## config.mk

```make
export PLATFORM = sky130hd
export DESIGN_NAME = serial_subtractor_flat
export DESIGN_NICKNAME = d
export VERILOG_FILES = /design/src/rtl/serial_subtractor_pkg.sv /design/src/rtl/serial_subtractor_if.sv /design/src/rtl/serial_subtractor_half_sub.sv /design/src/rtl/serial_subtractor.sv /design/src/flat_wrapper.sv
export SDC_FILE = /design/constraint.sdc
export NUM_CORES = 1
export LEC_CHECK = 0
export BUFFER_PORTS_ARGS = -buffer_cell sky130_fd_sc_hd__buf_2
export CORE_ASPECT_RATIO = 0.8
export CORE_UTILIZATION = 49
export DETAILED_ROUTE_END_ITERATION = 10
export PLACE_DENSITY = 0.84
export SYNTH_ARGS = -nofsm -noshare
export SYNTH_HDL_FRONTEND = slang
export SYNTH_SLANG_ARGS = --single-unit
```

## constraint.sdc

```tcl
create_clock -name clk -period 1.5 [get_ports clk]
set_input_delay 0.075 -clock clk [delete_from_list [all_inputs] [get_ports clk]]
set_output_delay 0.075 -clock clk [all_outputs]
set_load 0.1 [all_outputs]
```

## src/rtl/serial_subtractor_pkg.sv

```systemverilog
// -----------------------------------------------------------------------------
// serial_subtractor_pkg
//   Shared definitions for the bit-serial subtractor: FSM state encoding and
//   the default operand width.
//   The unused encoding 2'd3 is not a member of state_e. The FSM treats it as
//   an illegal state and recovers to ST_IDLE through its case default.
// -----------------------------------------------------------------------------
package serial_subtractor_pkg;

  typedef enum logic [1:0] {
    ST_IDLE  = 2'd0,
    ST_SHIFT = 2'd1,
    ST_DONE  = 2'd2
  } state_e;

  localparam int unsigned DEFAULT_WIDTH = 8;

endpackage

```

## src/rtl/serial_subtractor_if.sv

```systemverilog
// -----------------------------------------------------------------------------
// serial_subtractor_if
//   Request/result bundle between the switch/button front end (master) and
//   the serial subtractor (slave).
//   start       master->slave  request pulse/level, sampled only when idle
//   a, b        master->slave  minuend / subtrahend, captured on accept
//   busy        slave->master  bits being processed
//   done        slave->master  one-cycle pulse, diff/borrow_out just updated
//   diff        slave->master  a - b modulo 2^WIDTH, held until next result
//   borrow_out  slave->master  1 when a < b (unsigned), held with diff
// -----------------------------------------------------------------------------
interface serial_subtractor_if
  import serial_subtractor_pkg::*;
#(
  parameter int WIDTH = DEFAULT_WIDTH
);

  logic             start;
  logic [WIDTH-1:0] a;
  logic [WIDTH-1:0] b;
  logic             busy;
  logic             done;
  logic [WIDTH-1:0] diff;
  logic             borrow_out;

  modport master (
    output start, a, b,
    input  busy, done, diff, borrow_out
  );

  modport slave (
    input  start, a, b,
    output busy, done, diff, borrow_out
  );

endinterface

```

## src/rtl/serial_subtractor_half_sub.sv

```systemverilog
// -----------------------------------------------------------------------------
// half_sub
//   Gate-level half subtractor. Two of these plus an OR gate make one full
//   subtractor bit slice.
//   a   in   minuend bit
//   b   in   subtrahend bit
//   d   out  difference bit, a ^ b
//   bo  out  borrow out, ~a & b
// -----------------------------------------------------------------------------
module half_sub (
  input  wire a,
  input  wire b,
  output wire d,
  output wire bo
);

  wire a_n_s;

  xor g_diff   (d, a, b);
  not g_inv    (a_n_s, a);
  and g_borrow (bo, a_n_s, b);

endmodule

```

## src/rtl/serial_subtractor.sv

```systemverilog
// -----------------------------------------------------------------------------
// serial_subtractor
//   Bit-serial WIDTH-bit subtractor. It computes diff = a - b, LSB first, one
//   bit per clock. One full-subtractor slice and a borrow flip-flop do the work.
//   It sits between the Nexys A7 switch/button front end and the display logic.
//   clk    in     system clock, rising edge
//   rst_n  in     asynchronous active-low reset
//   bus    slave  start/a/b request, busy/done/diff/borrow_out result
//   Timing: start is accepted at edge t0. busy is high for cycles t0+1 ..
//   t0+WIDTH. done is high for the one cycle after edge t0+WIDTH.
// -----------------------------------------------------------------------------
module serial_subtractor
  import serial_subtractor_pkg::*;
#(
  parameter int WIDTH = DEFAULT_WIDTH
) (
  input  logic                clk,
  input  logic                rst_n,
  serial_subtractor_if.slave  bus
);

  localparam int              CNT_W    = $clog2(WIDTH + 1);
  localparam logic [CNT_W-1:0] CNT_LAST = CNT_W'(WIDTH - 1);
  localparam logic [CNT_W-1:0] CNT_ONE  = CNT_W'(1);

  state_e             state_r;
  state_e             state_nx_s;

  logic [WIDTH-1:0]   a_sh_r;
  logic [WIDTH-1:0]   b_sh_r;
  logic [WIDTH-1:0]   d_sh_r;
  logic               borrow_r;
  logic [CNT_W-1:0]   cnt_r;

  logic               busy_r;
  logic               done_r;
  logic [WIDTH-1:0]   diff_r;
  logic               borrow_out_r;

  logic               busy_nx_s;
  logic               done_nx_s;
  logic               load_s;
  logic               shift_s;
  logic               finish_s;
  logic               last_bit_s;

  // Full-subtractor slice: the first half_sub takes a - b, the second takes
  // the borrow from that partial difference.
  logic               hs1_d_s;
  logic               hs1_bo_s;
  logic               d_bit_s;
  logic               hs2_bo_s;
  logic               borrow_nx_s;
  logic [WIDTH-1:0]   d_sh_nx_s;

  half_sub u_hs_ab (
    .a  (a_sh_r[0]),
    .b  (b_sh_r[0]),
    .d  (hs1_d_s),
    .bo (hs1_bo_s)
  );

  half_sub u_hs_borrow (
    .a  (hs1_d_s),
    .b  (borrow_r),
    .d  (d_bit_s),
    .bo (hs2_bo_s)
  );

  assign borrow_nx_s = hs1_bo_s | hs2_bo_s;
  assign d_sh_nx_s   = {d_bit_s, d_sh_r[WIDTH-1:1]};
  assign last_bit_s  = (cnt_r == CNT_LAST);

  // FSM state register
  always_ff @(posedge clk or negedge rst_n) begin
    if (!rst_n) begin
      state_r <= ST_IDLE;
    end else begin
      state_r <= state_nx_s;
    end
  end

  // FSM next-state logic; the illegal encoding falls back to idle
  always_comb begin
    state_nx_s = ST_IDLE;
    case (state_r)
      ST_IDLE: begin
        if (bus.start) begin
          state_nx_s = ST_SHIFT;
        end else begin
          state_nx_s = ST_IDLE;
        end
      end
      ST_SHIFT: begin
        if (last_bit_s) begin
          state_nx_s = ST_DONE;
        end else begin
          state_nx_s = ST_SHIFT;
        end
      end
      ST_DONE: state_nx_s = ST_IDLE;
      default: state_nx_s = ST_IDLE;
    endcase
  end

  // FSM output decode; busy/done are decoded from the next state so that
  // their registered copies line up with the state register
  always_comb begin
    busy_nx_s = 1'b0;
    done_nx_s = 1'b0;
    load_s    = 1'b0;
    shift_s   = 1'b0;
    case (state_r)
      ST_IDLE:  load_s  = bus.start;
      ST_SHIFT: shift_s = 1'b1;
      ST_DONE:  load_s  = 1'b0;
      default:  load_s  = 1'b0;
    endcase
    case (state_nx_s)
      ST_SHIFT: busy_nx_s = 1'b1;
      ST_DONE:  done_nx_s = 1'b1;
      default:  busy_nx_s = 1'b0;
    endcase
    finish_s = shift_s & last_bit_s;
  end

  // Operand capture, serial shift datapath and bit counter
  always_ff @(posedge clk or negedge rst_n) begin
    if (!rst_n) begin
      a_sh_r   <= {WIDTH{1'b0}};
      b_sh_r   <= {WIDTH{1'b0}};
      d_sh_r   <= {WIDTH{1'b0}};
      borrow_r <= 1'b0;
      cnt_r    <= {CNT_W{1'b0}};
    end else if (load_s) begin
      a_sh_r   <= bus.a;
      b_sh_r   <= bus.b;
      borrow_r <= 1'b0;
      cnt_r    <= {CNT_W{1'b0}};
    end else if (shift_s) begin
      a_sh_r   <= {1'b0, a_sh_r[WIDTH-1:1]};
      b_sh_r   <= {1'b0, b_sh_r[WIDTH-1:1]};
      d_sh_r   <= d_sh_nx_s;
      borrow_r <= borrow_nx_s;
      cnt_r    <= cnt_r + CNT_ONE;
    end
  end

  // Registered outputs; diff/borrow_out update only on the edge into DONE
  always_ff @(posedge clk or negedge rst_n) begin
    if (!rst_n) begin
      busy_r       <= 1'b0;
      done_r       <= 1'b0;
      diff_r       <= {WIDTH{1'b0}};
      borrow_out_r <= 1'b0;
    end else begin
      busy_r <= busy_nx_s;
      done_r <= done_nx_s;
      if (finish_s) begin
        diff_r       <= d_sh_nx_s;
        borrow_out_r <= borrow_nx_s;
      end
    end
  end

  assign bus.busy       = busy_r;
  assign bus.done       = done_r;
  assign bus.diff       = diff_r;
  assign bus.borrow_out = borrow_out_r;

endmodule

```

## src/flat_wrapper.sv

```systemverilog
// flat-port wrapper written by rule: the top's interface ports become plain ports
module serial_subtractor_flat import serial_subtractor_pkg::*;
#(
  parameter int WIDTH = DEFAULT_WIDTH
)
  (clk, rst_n, bus_start, bus_a, bus_b, bus_busy, bus_done, bus_diff, bus_borrow_out);
  serial_subtractor_if #(.WIDTH(WIDTH)) bus_i ();
  input  logic clk;
  input  logic rst_n;
  input wire logic [$bits(bus_i.start)-1:0] bus_start;
  input wire logic [$bits(bus_i.a)-1:0] bus_a;
  input wire logic [$bits(bus_i.b)-1:0] bus_b;
  output wire logic [$bits(bus_i.busy)-1:0] bus_busy;
  output wire logic [$bits(bus_i.done)-1:0] bus_done;
  output wire logic [$bits(bus_i.diff)-1:0] bus_diff;
  output wire logic [$bits(bus_i.borrow_out)-1:0] bus_borrow_out;
  assign bus_i.start = bus_start;
  assign bus_i.a = bus_a;
  assign bus_i.b = bus_b;
  assign bus_busy = bus_i.busy;
  assign bus_done = bus_i.done;
  assign bus_diff = bus_i.diff;
  assign bus_borrow_out = bus_i.borrow_out;
  serial_subtractor #(.WIDTH(WIDTH)) u_core (.clk(clk), .rst_n(rst_n), .bus(bus_i));
endmodule
```

## Word level (Yosys, flattened, before mapping)

Cells that the tools add are included.
W data, S select, Z words.

- Bits in registers: 42
- Input bits: 19
- Output and inout bits: 11
- Word-level logic and storage cells: 42

- Add/subtract/negate cells: 1
- Equality and inequality tests: 4
- Multiplexer cells: 15
- Bitwise gates (word level): 9
- Reduce and logical (&&, ||, !) cells: 3

Operators by type and width:

| cell | count |
|---|---|
| $mux W8 | 4 |
| $mux W4 | 2 |
| $mux W1 | 7 |
| $add A4 B1 Y4 const B | 1 |
| $eq A2 B1 Y1 const B | 2 |
| $eq A4 B3 Y1 const B | 1 |
| $pmux W2 S2 | 1 |
| $and A1 B1 Y1 | 3 |
| $not A1 Y1 | 3 |
| $eq A2 B2 Y1 const B | 1 |
| $logic_not A2 Y1 | 1 |
| $mux W2 | 1 |
| $reduce_and A2 Y1 | 1 |
| $reduce_bool A2 Y1 | 1 |
| $xor A1 B1 Y1 | 2 |
| $or A1 B1 Y1 | 1 |

## Logic depth before layout (Yosys ltp)

Gate-level depths: netlist of run 1.

- Word-level depth: 6
- Mapped depth: 5
- Mapped depth without buffers: 4

## Hierarchy

From an unflattened synthesis of run 1, not the netlist that was laid out.

- Cell total of the unflattened synthesis: 162
- Area, all modules: 1766.7 µm²

By module, submodules not included:

| module | times used | cells each | area each (µm²) | seq. area each (µm²) |
|---|---|---|---|---|
| serial_subtractor | 1 | 156 | 1726.7 | 1026.0 |
| half_sub | 2 | 3 | 20.0 | 0.0 |

## Least setup slack after synthesis of run 1

No wires, ideal clock.

- Path type: register to register
- Start point: reg u_core.cnt_r[0]
- End point: reg u_core.diff_r[0] (netlist: u_core.bus.diff[0])
- Setup time: 125 ps
- Arrival: 1329 ps
- Data required time: 1375 ps
- Slack: 45 ps
- Stages on the path, launching flop included: 5
- Buffers on the path: 0
- Period minus slack after synthesis: 1455 ps
- Cells stage by stage: dfrtp_1 > ha_1 > nand2_1 > nor3_4 > mux2_2

- Cells in the longest elaborated chain, start to end: 2

RTL lines:

| item | line | text |
|---|---|---|
| from (decl) | serial_subtractor.sv:33 | `logic [CNT_W-1:0] cnt_r;` |
| from (signal assigned) | serial_subtractor.sv:134 | `cnt_r <= {CNT_W{1'b0}};` |
| from (signal assigned) | serial_subtractor.sv:139 | `cnt_r <= {CNT_W{1'b0}};` |
| from (signal assigned) | serial_subtractor.sv:145 | `cnt_r <= cnt_r + CNT_ONE;` |
| $eq A4 B3 Y1 | serial_subtractor.sv:72 | `assign last_bit_s = (cnt_r == CNT_LAST);` |
| $and A1 B1 Y1 | serial_subtractor.sv:124 | `finish_s = shift_s & last_bit_s;` |
| to (signal assigned) | serial_subtractor.sv:154 | `diff_r <= {WIDTH{1'b0}};` |
| to (signal assigned) | serial_subtractor.sv:160 | `diff_r <= d_sh_nx_s;` |
| to (decl) | serial_subtractor.sv:37 | `logic [WIDTH-1:0] diff_r;` |

No other way between the ends.
A chain may end at the register's enable or synchronous reset.

## Worst setup path after layout of run 1

- Start point: reg u_core.cnt_r[1]
- End point: reg u_core.diff_r[2] (netlist: u_core.bus.diff[2])

Same word-level chain as after synthesis.

==> results.yml, run 1 <==
detailed_routing:
  postRouteWirelength_um: 3330
  total_via_count_after_detailed_routing: 1286
  drc: 0
  post_dr_wirelength_cell_um: 13.4
  ant_nets: 0
  drt-initial-drc-count: 83
  viasPerCell: 5.16
  drtPass1Iterations: 4
placement:
  finalWeightedCongestion: 0.751
  hpwl_um: 2180
  numPortBuffers: 29
  pre_cts_ws_ps: -111
clock_network:
  max-clock-path-buffers: 2
  clock_latency_reported_for_the_late_side_of_the_worst_skew_pair_ps: 290
  clock-sinks: 41
  clock_tree.root_cell: "sky130_fd_sc_hd__clkbuf_8"
  clk_slew_on_worst_s_h_paths_ps: 70
  ctsHtreeMaxLevel: 2
  numCtsBuffers: 5
  cts_tree: "yes"
finish:
  post_route_cells_drive_above_1_share: 0.287
  fin_nets: 229
  leading_cell_type_in_the_layout_fill_and_taps_excluded: "sky130_fd_sc_hd__nand2_1"
  fillCellCount: 239
  layout.cells.most_common_list: "55 x sky130_fd_sc_hd__nand2_1, 41 x sky130_fd_sc_hd__dfrtp_1, 29 x sky130_fd_sc_hd__buf_2"
  layout-area-overhead-vs-synth_pct: 23.1
  antenna-diode-count: 0
setup_path:
  arrival_ps: 1600
  worstSetupEndpointType: "flip-flop"
  worstPathRequired_ps: 1680
  startpoint_class_of_the_critical_path: "flip-flop"
  timing_worst_setup_path_type: "reg -> reg"
  critical_path_peak_fanout: 9
logic_synthesis:
  synth_compound_area_frac: 0.0756
  synthesis.instances: 168
  most_area_consuming_cells_after_synthesis: "sky130_fd_sc_hd__dfrtp_1 60%, sky130_fd_sc_hd__nand2_1 12%, sky130_fd_sc_hd__mux2_2 5.3%, sky130_fd_sc_hd__a31oi_1 4.0%, sky130_fd_sc_hd__nor2_1 2.4%"
  synth.mux.area_fraction: 0.0646
  synth_seq_cells: 41
  netlist.area_leader.share: 0.602
  yosysWarningCount: 0
  dominant_cell_type_by_area_after_synthesis: "sky130_fd_sc_hd__dfrtp_1"
  syn_nets: 189
  synth_simple_gate_area_frac: 0.206
  cell_area_after_synthesis_sq_um: 1700
  synth_top_family_by_area: "simple AND/OR/NAND/NOR gates"
  syn_area_per_cell_sq_um: 10.1
  adder_cell_share_of_the_synthesized_area: 0.0191
  post_synth_xor_area_fraction: 0
  synth-seq-area-share: 0.602
  post_synth_num_cell_types: 24
timing:
  final_period_minus_worst_setup_slack_ps: 1430
  grt_setup_unrepaired: "false"
  final.period_utilization: 0.951
  setup_viol_count_final: 0
  hold_violations: 0
  least_setup_slack_across_all_paths_after_layout_ps: 74.1
  final.setup.tns_ps: 0
  timing.max_slew.rel_slack: 0.669
  worst-slew-pin-transition_ps: 500
  final.setup_skew_ps: 3.41
  fmax_mhz: 701
  number_of_max_slew_violations_in_the_final_report: 0
  whs_ps: 22.2
global_routing:
  grt_max_degree: 31
  grt.total_usage: 0.217
  met1_track_demand_over_resource_in_global_routing: 0.287
  wire_length_of_the_first_global_routing_pass_um: 5510
  globalRouteOverflowTotal: 0
  antenna_violations_before_repair: 0
  most_crowded_layer_after_global_routing: "met2"
  met3_usage: 0.0521
  global_route.usage.met2: 0.340
  grt_pass1_vias: 1196
die:
  chipHeight_um: 54.7
  ioPinCount: 30
  std_cell_rows: 18
  core_area_sq_um: 3200
  floorplan.initialDensity: 0.533
  fp.dieArea_sq_um: 3720
  die_x_um: 67.9
min_path:
  hold_path_class: "in -> reg"
job:
  max-cap-violations: 0
outcome:
  status: "finished clean"
metrics by stage:
step,utilization,area [sq um],instances
2_1_floorplan,-,1700,168
3_3_place_gp,0.605,1930,236
3_5_place_dp,0.605,1930,236
4_1_cts,0.656,2100,249
5_1_grt,0.656,2100,249
6_report,0.656,2100,249
routing by layer:
layer	routed length (um)	part of all wire
met4	59	0.018
met5	0	0
met1	1500	0.45
met3	145	0.044
met2	1630	0.49
cell usage after synthesis, drive strengths merged:
master and number:
nand3 7, or3b 1, mux2i 2, a21oi 2, fa 1, mux2 8, nand4 1, a22oi 3
nor2b 1, dfrtp 41, nor3b 1, a31oi 11, buf 7, ha 1, nand2 56, inv 3
o21ai 4, nor2 11, nand2b 1, nor3 2, clkbuf 3, o21a 1
what timing repair did:
action                                  in CTS  in global routing
endpoints found under the setup margin       9                  8
buffers inserted                             2                  0
hold buffers                                 3                  0
gates resized for setup                      2                  0
pin swaps                                    1                  1
endpoints found under the hold margin       22                  0
cell families (layout without fill, tap and decap cells):
logic type,Yosys count,in the layout
multiplexers,10,10
AO/OA/AOI/OAI,21,21
flip-flops,41,41
AND/OR/NAND/NOR,81,81
buffers and inverters,13,54
adder cells (fa/ha/maj),2,2
path summary, 6_finish.rpt:
check                      cells after the start  slack (ps)                         start                        endpoint
min in group asynchronous                      2         290                         rst_n    u_core.b_sh_r[5]$_DFFE_PN0P_
max in group asynchronous                      3         740                         rst_n  u_core.bus.diff[6]$_DFFE_PN0P_
hold reg to reg                                2         490  u_core.d_sh_r[1]$_DFFE_PN0P_    u_core.d_sh_r[1]$_DFFE_PN0P_
setup / recovery                               5          70   u_core.cnt_r[1]$_DFFE_PN0P_  u_core.bus.diff[2]$_DFFE_PN0P_
hold / removal                                 3          20                      bus_a[1]    u_core.a_sh_r[1]$_DFFE_PN0P_
setup reg to reg                               5          70   u_core.cnt_r[1]$_DFFE_PN0P_  u_core.bus.diff[2]$_DFFE_PN0P_
layout make-up:
cell class              count  area [sq um]  share of cell area
multi-input cells         114           627               0.299
repair buffers             43           283               0.135
clock buffers               7          96.3              0.0459
flip-flops and latches     41          1030               0.489
well taps                  40          50.0              0.0239
inverters                   3          11.3             0.00537
clock inverters             1          5.00             0.00239
state kept, by name, summed over array words and instances, names as in the netlist:
register	cells
u_core.cnt_r	4
u_core.bus.done	1
u_core.a_sh_r	8
u_core.state_r	2
u_core.bus.busy	1
u_core.borrow_r	1
u_core.d_sh_r	7
u_core.b_sh_r	8
u_core.bus.borrow_out	1
u_core.bus.diff	8
worst max-delay path, stage by stage (launching register included):
cell,delay (ps)
sky130_fd_sc_hd__dfrtp_1,370
sky130_fd_sc_hd__ha_2,210
sky130_fd_sc_hd__nand2_2,90
sky130_fd_sc_hd__nor3_4,150
sky130_fd_sc_hd__buf_12,150
sky130_fd_sc_hd__mux2_2,340
Power of run 1 is left out: the tool's default activity adds up to more than one toggle a clock period on the data nets, which glitch-free logic cannot reach.
==> run 2, diff against run 1 <==
GPL_TIMING_DRIVEN = 0   (was not set)
SETUP_SLACK_MARGIN = 0.15   (was not set)
==> run 2 against run 1 <==
Worst setup slack improved by 41 ps. Sequential share of layout area fell by 2.5 points. Clock skew rose by 3.9 ps. Clock-buffer cell count did not move. Final area rose by 5.4%. Register-to-register slack improved by 40 ps. First-iteration DRC count rose by 13%. Hold slack improved by 15 ps. Critical path depth fell by 1. Via count rose by 6.1%. Final cell count rose by 3.6%. Critical path type unchanged.
==> results.yml, run 2 (synthesis gave the netlist of run 1 again) <==
outcome:
  status: "finished clean"
clock_network:
  clock_latency_reported_for_the_late_side_of_the_worst_skew_pair_ps: 290
  clk_slew_on_worst_s_h_paths_ps: 70
  clock-sinks: 41
  numCtsBuffers: 5
  cts_tree: "yes"
  max-clock-path-buffers: 2
  clock_tree.root_cell: "sky130_fd_sc_hd__clkbuf_8"
  ctsHtreeMaxLevel: 2
setup_path:
  worstSetupEndpointType: "flip-flop"
  startpoint_class_of_the_critical_path: "flip-flop"
  delay_contributed_by_the_slowest_stage_of_the_critical_path_ps: 410
  worstPathRequired_ps: 1680
  timing_worst_setup_path_type: "reg -> reg"
  timing.critical_path.slowest_stage_cell: "sky130_fd_sc_hd__dfrtp_1"
  arrival_ps: 1560
  first_element_of_the_critical_path: "u_core.state_r[1]$_DFF_PN0_"
  regToRegStartpoint: "u_core.state_r[1]$_DFF_PN0_"
  timing.critical_path.max_delay_family: "flip-flops"
  critical_path_buf_inv_count: 1
  critical_path_peak_fanout: 6
  timing.critical_path.cells: "nand2b_4 > nor3_4 > buf_6 > mux2_4"
timing:
  final.period_utilization: 0.923
  grt_setup_unrepaired: "true"
  number_of_max_slew_violations_in_the_final_report: 0
  timing.max_slew.rel_slack: 0.418
  worst-slew-pin-transition_ps: 874
  final.setup.tns_ps: 0
  fmax_mhz: 722
  final_period_minus_worst_setup_slack_ps: 1380
  least_setup_slack_across_all_paths_after_layout_ps: 115
  hold_violations: 0
  final.setup_skew_ps: 7.31
  setup_viol_count_final: 0
die:
  ioPinCount: 30
  chipHeight_um: 54.7
  floorplan.initialDensity: 0.533
  core_area_sq_um: 3200
  die_x_um: 67.9
  std_cell_rows: 18
  fp.dieArea_sq_um: 3720
detailed_routing:
  ant_nets: 0
  post_dr_wirelength_cell_um: 14.3
  viasPerCell: 5.29
  drtPass1Iterations: 4
  total_via_count_after_detailed_routing: 1365
  drt-initial-drc-count: 94
  drc: 0
  postRouteWirelength_um: 3700
job:
  max-cap-violations: 0
finish:
  post-route-util: 0.692
  leading_cell_type_in_the_layout_fill_and_taps_excluded: "sky130_fd_sc_hd__nand2_1"
  layout.cells.most_common_list: "55 x sky130_fd_sc_hd__nand2_1, 41 x sky130_fd_sc_hd__dfrtp_1, 30 x sky130_fd_sc_hd__buf_2"
  post_route_cells_drive_above_1_share: 0.339
  antenna-diode-count: 0
  fin_nets: 239
  layout-area-overhead-vs-synth_pct: 29.8
min_path:
  hold_path_class: "in -> reg"
  worst_hold_startpoint: "bus_a[1]"
global_routing:
  wire_length_of_the_first_global_routing_pass_um: 5720
  grt_pass1_vias: 1277
  antenna_violations_before_repair: 0
  globalRouteOverflowTotal: 0
  grt.total_usage: 0.220
  grt_max_degree: 42
placement:
  hpwl_um: 2210
  numPortBuffers: 29
  pre_cts_ws_ps: -145
  finalWeightedCongestion: 0.804
## run 2: worst min-delay path, delay by kind of cell
kind | cells | cell delay (ps)
buffers and inverters | 1 | 80
AO/OA/AOI/OAI | 1 | 70
AND/OR/NAND/NOR | 1 | 60
## run 2: metal layers
metal	track usage	vias up	routed length, um
li1	-	654	-
met1	0.287	668	1650
met2	0.353	34	1800
met3	0.0438	9	156
met4	0.108	0	88
met5	0	-	0
## run 2: timing repair
action | CTS | global route
resized for setup | 27 | 12
hold buffers | 3 | 0
setup endpoints to repair | 28 | 38
buffers inserted | 11 | 0
endpoints found under the hold margin | 43 | 0
pin swaps | 3 | 3
gates cloned | 0 | 0
## run 2: per-stage QoR
| step | hold slack (ps) | instance area [sq um] | std cells |
|---|---|---|---|
| after floorplan | -221 | 1710 | 168 |
| after global routing | 44.0 | 2210 | 258 |
| after global placement | 247 | 1910 | 237 |
| final | 36.8 | 2210 | 258 |
| after detailed placement | 237 | 1910 | 237 |
| after CTS | 38.5 | 2190 | 258 |
## run 2: cell type report
class                   count  area [sq um]
clock buffers               7          86.3
plain buffers              10          92.6
inverters                   3          11.3
multi-input cells         114           677
flip-flops and latches     41          1030
fillers                   211           986
repair buffers             43           269
well taps                  40          50.0
## run 2: worst paths after layout
| path | cells past startpoint | slack (ps) | end |
|---|---|---|---|
| setup / recovery | 4 | 120 | u_core.bus.diff[3]$_DFFE_PN0P_ |
| hold / removal | 3 | 40 | u_core.a_sh_r[1]$_DFFE_PN0P_ |
| setup reg to reg | 4 | 120 | u_core.bus.diff[3]$_DFFE_PN0P_ |
| hold reg to reg | 2 | 490 | u_core.d_sh_r[1]$_DFFE_PN0P_ |
| max in group asynchronous | 2 | 510 | u_core.a_sh_r[0]$_DFFE_PN0P_ |
| min in group asynchronous | 2 | 440 | u_core.b_sh_r[4]$_DFFE_PN0P_ |
Power of run 2 is left out for the same reason.
==> run 3, diff against run 2 <==
BUFFER_PORTS_ARGS = not set   (was -buffer_cell sky130_fd_sc_hd__buf_2)
CORE_UTILIZATION = 55   (was 49)
CTS_CLUSTER_DIAMETER = 200   (was not set)
DONT_BUFFER_PORTS = 1   (was not set)
PLACE_DENSITY = 0.83   (was 0.84)
SYNTH_HIERARCHICAL = 1   (was not set)
==> run 3 against run 2 <==
The run now ends with setup timing left. First-iteration DRC count grew 28%. Clock-buffer cell count shrank 2. Synthesized area grew 3.7%. Register-to-register slack lost 130 ps. Routed wire length grew 13%. Final cell count shrank 9.3%. Critical path depth grew 3. Utilization grew 4.4 points. Via count shrank 0.81%. Clock skew shrank 2.9 ps. Worst setup slack lost 130 ps. Final area grew 1.9%.
==> results.yml, run 3 <==
die:
  std_cell_rows: 18
  core_area_sq_um: 3060
  die_x_um: 65.4
  chipHeight_um: 52.7
  floorplan.initialDensity: 0.577
  ioPinCount: 30
  fp.dieArea_sq_um: 3440
finish:
  post_route_cells_drive_above_1_share: 0.273
  layout.cells.most_common_list: "59 x sky130_fd_sc_hd__nand2_1, 40 x sky130_fd_sc_hd__dfrtp_1, 17 x sky130_fd_sc_hd__dlygate4sd3_1"
  layout-area-overhead-vs-synth_pct: 27.5
  fin_nets: 217
  antenna-diode-count: 0
  leading_cell_type_in_the_layout_fill_and_taps_excluded: "sky130_fd_sc_hd__nand2_1"
  layout.cells.non_filler: 234
  post-route-util: 0.736
min_path:
  worst_hold_startpoint: "bus_start"
  worstHoldPathCells: 3
  hold_path_class: "in -> reg"
  hold_path_end: "u_core/b_sh_r[0]$_DFFE_PN0P_"
setup_path:
  timing_worst_setup_path_type: "reg -> reg"
  critical_path_buf_inv_count: 3
  startpoint_class_of_the_critical_path: "flip-flop"
  worstPathRequired_ps: 1680
  delay_contributed_by_the_slowest_stage_of_the_critical_path_ps: 410
  worstRegToRegCells: 7
  arrival_ps: 1690
  crit_path_frequent_cell: "sky130_fd_sc_hd__inv_2"
  timing.critical_path.max_delay_family: "flip-flops"
  regToRegStartpoint: "u_core/a_sh_r[0]$_DFFE_PN0P_"
  timing.critical_path.cells: "inv_2 > ha_4 > inv_2 > inv_2 > ha_4 > or2_4 > mux2_4"
  critical_path_peak_fanout: 2
  worstSetupEndpointType: "flip-flop"
  r2r_end: "u_core/bus.borrow_out$_DFFE_PN0P_"
  timing.critical_path.slowest_stage_cell: "sky130_fd_sc_hd__dfrtp_1"
  r2r_slack_ps: -20
timing:
  setup_viol_count_final: 1
  final.setup.tns_ps: -15.8
  final_period_minus_worst_setup_slack_ps: 1520
  number_of_max_slew_violations_in_the_final_report: 0
  worst-slew-pin-transition_ps: 926
  fmax_mhz: 660
  grt_setup_unrepaired: "true"
  least_setup_slack_across_all_paths_after_layout_ps: -15.8
  timing.max_slew.rel_slack: 0.383
  final.setup_skew_ps: 4.38
  whs_ps: 31.8
  hold_violations: 0
  final.period_utilization: 1.01
global_routing:
  antenna_violations_before_repair: 0
  globalRouteOverflowTotal: 0
  wire_length_of_the_first_global_routing_pass_um: 5980
  grt_max_degree: 42
  grt_pass1_vias: 1268
  grt.total_usage: 0.248
outcome:
  violations: "setup timing"
  status: "finished with violations"
placement:
  dpl.cell_count: 202
  finalWeightedCongestion: 0.729
  numPortBuffers: 0
  hpwl_um: 2230
detailed_routing:
  routedLengthMet1_um: 1600
  wl_met2_um: 2140
  viasPerCell: 5.79
  drc: 0
  met3_wirelength_um: 259
  routed.top_layer: "met4"
  drtPass1Iterations: 5
  total_via_count_after_detailed_routing: 1354
  postRouteWirelength_um: 4170
  ant_nets: 0
  post_dr_wirelength_cell_um: 17.8
  drt-initial-drc-count: 120
logic_synthesis:
  cell_area_after_synthesis_sq_um: 1770
  dominant_cell_type_by_area_after_synthesis: "sky130_fd_sc_hd__dfrtp_1"
  edff_count_synth: 0
  yosysWarningCount: 6
  synth_seq_cells: 41
  ys_top_cells_by_count: "59 x sky130_fd_sc_hd__nand2_1, 41 x sky130_fd_sc_hd__dfrtp_1, 14 x sky130_fd_sc_hd__a22oi_1, 9 x sky130_fd_sc_hd__mux2_4, 6 x sky130_fd_sc_hd__inv_1"
  synth_top_family_by_area: "simple AND/OR/NAND/NOR gates"
  syn_area_per_cell_sq_um: 10.9
  synth_compound_area_frac: 0.0977
  adder_cell_share_of_the_synthesized_area: 0.0212
  async_reset_ff_frac: 1.00
  post_synth_xor_area_fraction: 0
  syn_nets: 184
  most_area_consuming_cells_after_synthesis: "sky130_fd_sc_hd__dfrtp_1 58%, sky130_fd_sc_hd__nand2_1 13%, sky130_fd_sc_hd__mux2_4 7.6%, sky130_fd_sc_hd__a22oi_1 5.9%, sky130_fd_sc_hd__ha_1 2.1%"
  synth-seq-area-share: 0.581
  synth_simple_gate_area_frac: 0.174
  synthesis.instances: 162
  synth_most_common_cell: "sky130_fd_sc_hd__nand2_1"
  ys.flop_type: "sky130_fd_sc_hd__dfrtp_1"
  netlist.area_leader.share: 0.581
  post_synth_num_cell_types: 22
  synth.mux.area_fraction: 0.0765
clock_network:
  clock_tree.root_cell: "sky130_fd_sc_hd__clkbuf_8"
  clk_slew_on_worst_s_h_paths_ps: 70
  cts_tree: "yes"
  clock_latency_reported_for_the_late_side_of_the_worst_skew_pair_ps: 290
  ctsHtreeMaxLevel: 2
  max-clock-path-buffers: 2
  clock-sinks: 41
  numCtsBuffers: 5
power:
  leakagePower_nw: 1.10
  power_density_nw_per_um2: 2440
  total_power_w: 0.00550
  ir_drop_mv: 1.31
job:
  max-cap-violations: 0
-- run 3: cell types whose count changed in the layout (fill, tap and decap cells not counted), sizes merged, moves of 5 or more --
cell,delta
buf,-30
nor2,-11
dlygate4sd3,+14
clkbuf,-5
a31oi,-11
nand3,-6
a22oi,+11
-- run 3: cell families after synthesis --
| kind of cell | count (synthesis) |
|---|---|
| DFF | 41 |
| and+or+nand+nor | 69 |
| adders and majority gates | 3 |
| muxes | 9 |
| buffers and inverters | 14 |
| AOI/OAI and AO/OA | 26 |
-- run 3: layout make-up --
| cell class | instances | area [sq um] |
|---|---|---|
| plain buffers | 8 | 75.1 |
| inverters | 6 | 22.5 |
| clock inverters | 1 | 5.00 |
| clock buffers | 5 | 68.8 |
| flip-flops and latches | 41 | 1030 |
| repair buffers | 26 | 274 |
| well taps | 40 | 50.0 |
| multi-input cells | 107 | 731 |
| fillers | 207 | 810 |
-- run 3: tightest hold or removal path: cells and delay by family --
family	cells	cell delay, ps
AO/OA/AOI/OAI	1	80
AND/OR/NAND/NOR	2	130
-- run 3: worst max-delay path by stage --
stage | start | endpoint | slack, ps | cells after the start
floorplan | u_core/b_sh_r[0]$_DFFE_PN0P_ | u_core/bus.borrow_out$_DFFE_PN0P_ | 50 | 6
global placement | u_core/b_sh_r[0]$_DFFE_PN0P_ | u_core/bus.borrow_out$_DFFE_PN0P_ | 9 | 6
detailed placement | u_core/b_sh_r[0]$_DFFE_PN0P_ | u_core/bus.borrow_out$_DFFE_PN0P_ | -20 | 6
CTS | u_core/b_sh_r[0]$_DFFE_PN0P_ | u_core/bus.borrow_out$_DFFE_PN0P_ | -20 | 6
global route | u_core/a_sh_r[0]$_DFFE_PN0P_ | u_core/bus.borrow_out$_DFFE_PN0P_ | -50 | 7
finish | u_core/a_sh_r[0]$_DFFE_PN0P_ | u_core/bus.borrow_out$_DFFE_PN0P_ | -20 | 7
-- run 3: routing by layer --
layer / up-vias / track usage
met5: - / 0
met4: 0 / 0.163
met3: 20 / 0.0891
met2: 61 / 0.395
met1: 678 / 0.283
li1: 595 / -
-- run 3: power by group --
part | total [W] | internal, W | switching [W]
clock network | 0.000654 | 0.000306 | 0.000348
logic | 0.00203 | 0.00103 | 0.00100
registers | 0.00282 | 0.00156 | 0.00126
-- run 3: stage by stage --
step	instance area (sq um)	worst slack, ps
floorplan	1770	50.3
global placement	1820	8.72
detailed placement	1820	-16.4
CTS	2150	-18.8
global route	2250	-53.2
finish	2250	-15.8
-- run 3: what timing repair did --
item	in CTS	in global routing
buffers inserted	4	3
resized for setup	5	19
hold buffers	18	0
hold endpoints to repair	57	0
setup endpoints to repair	10	27
pin swaps	1	4
cloned	1	0
Power figures use the tool's default switching activity.
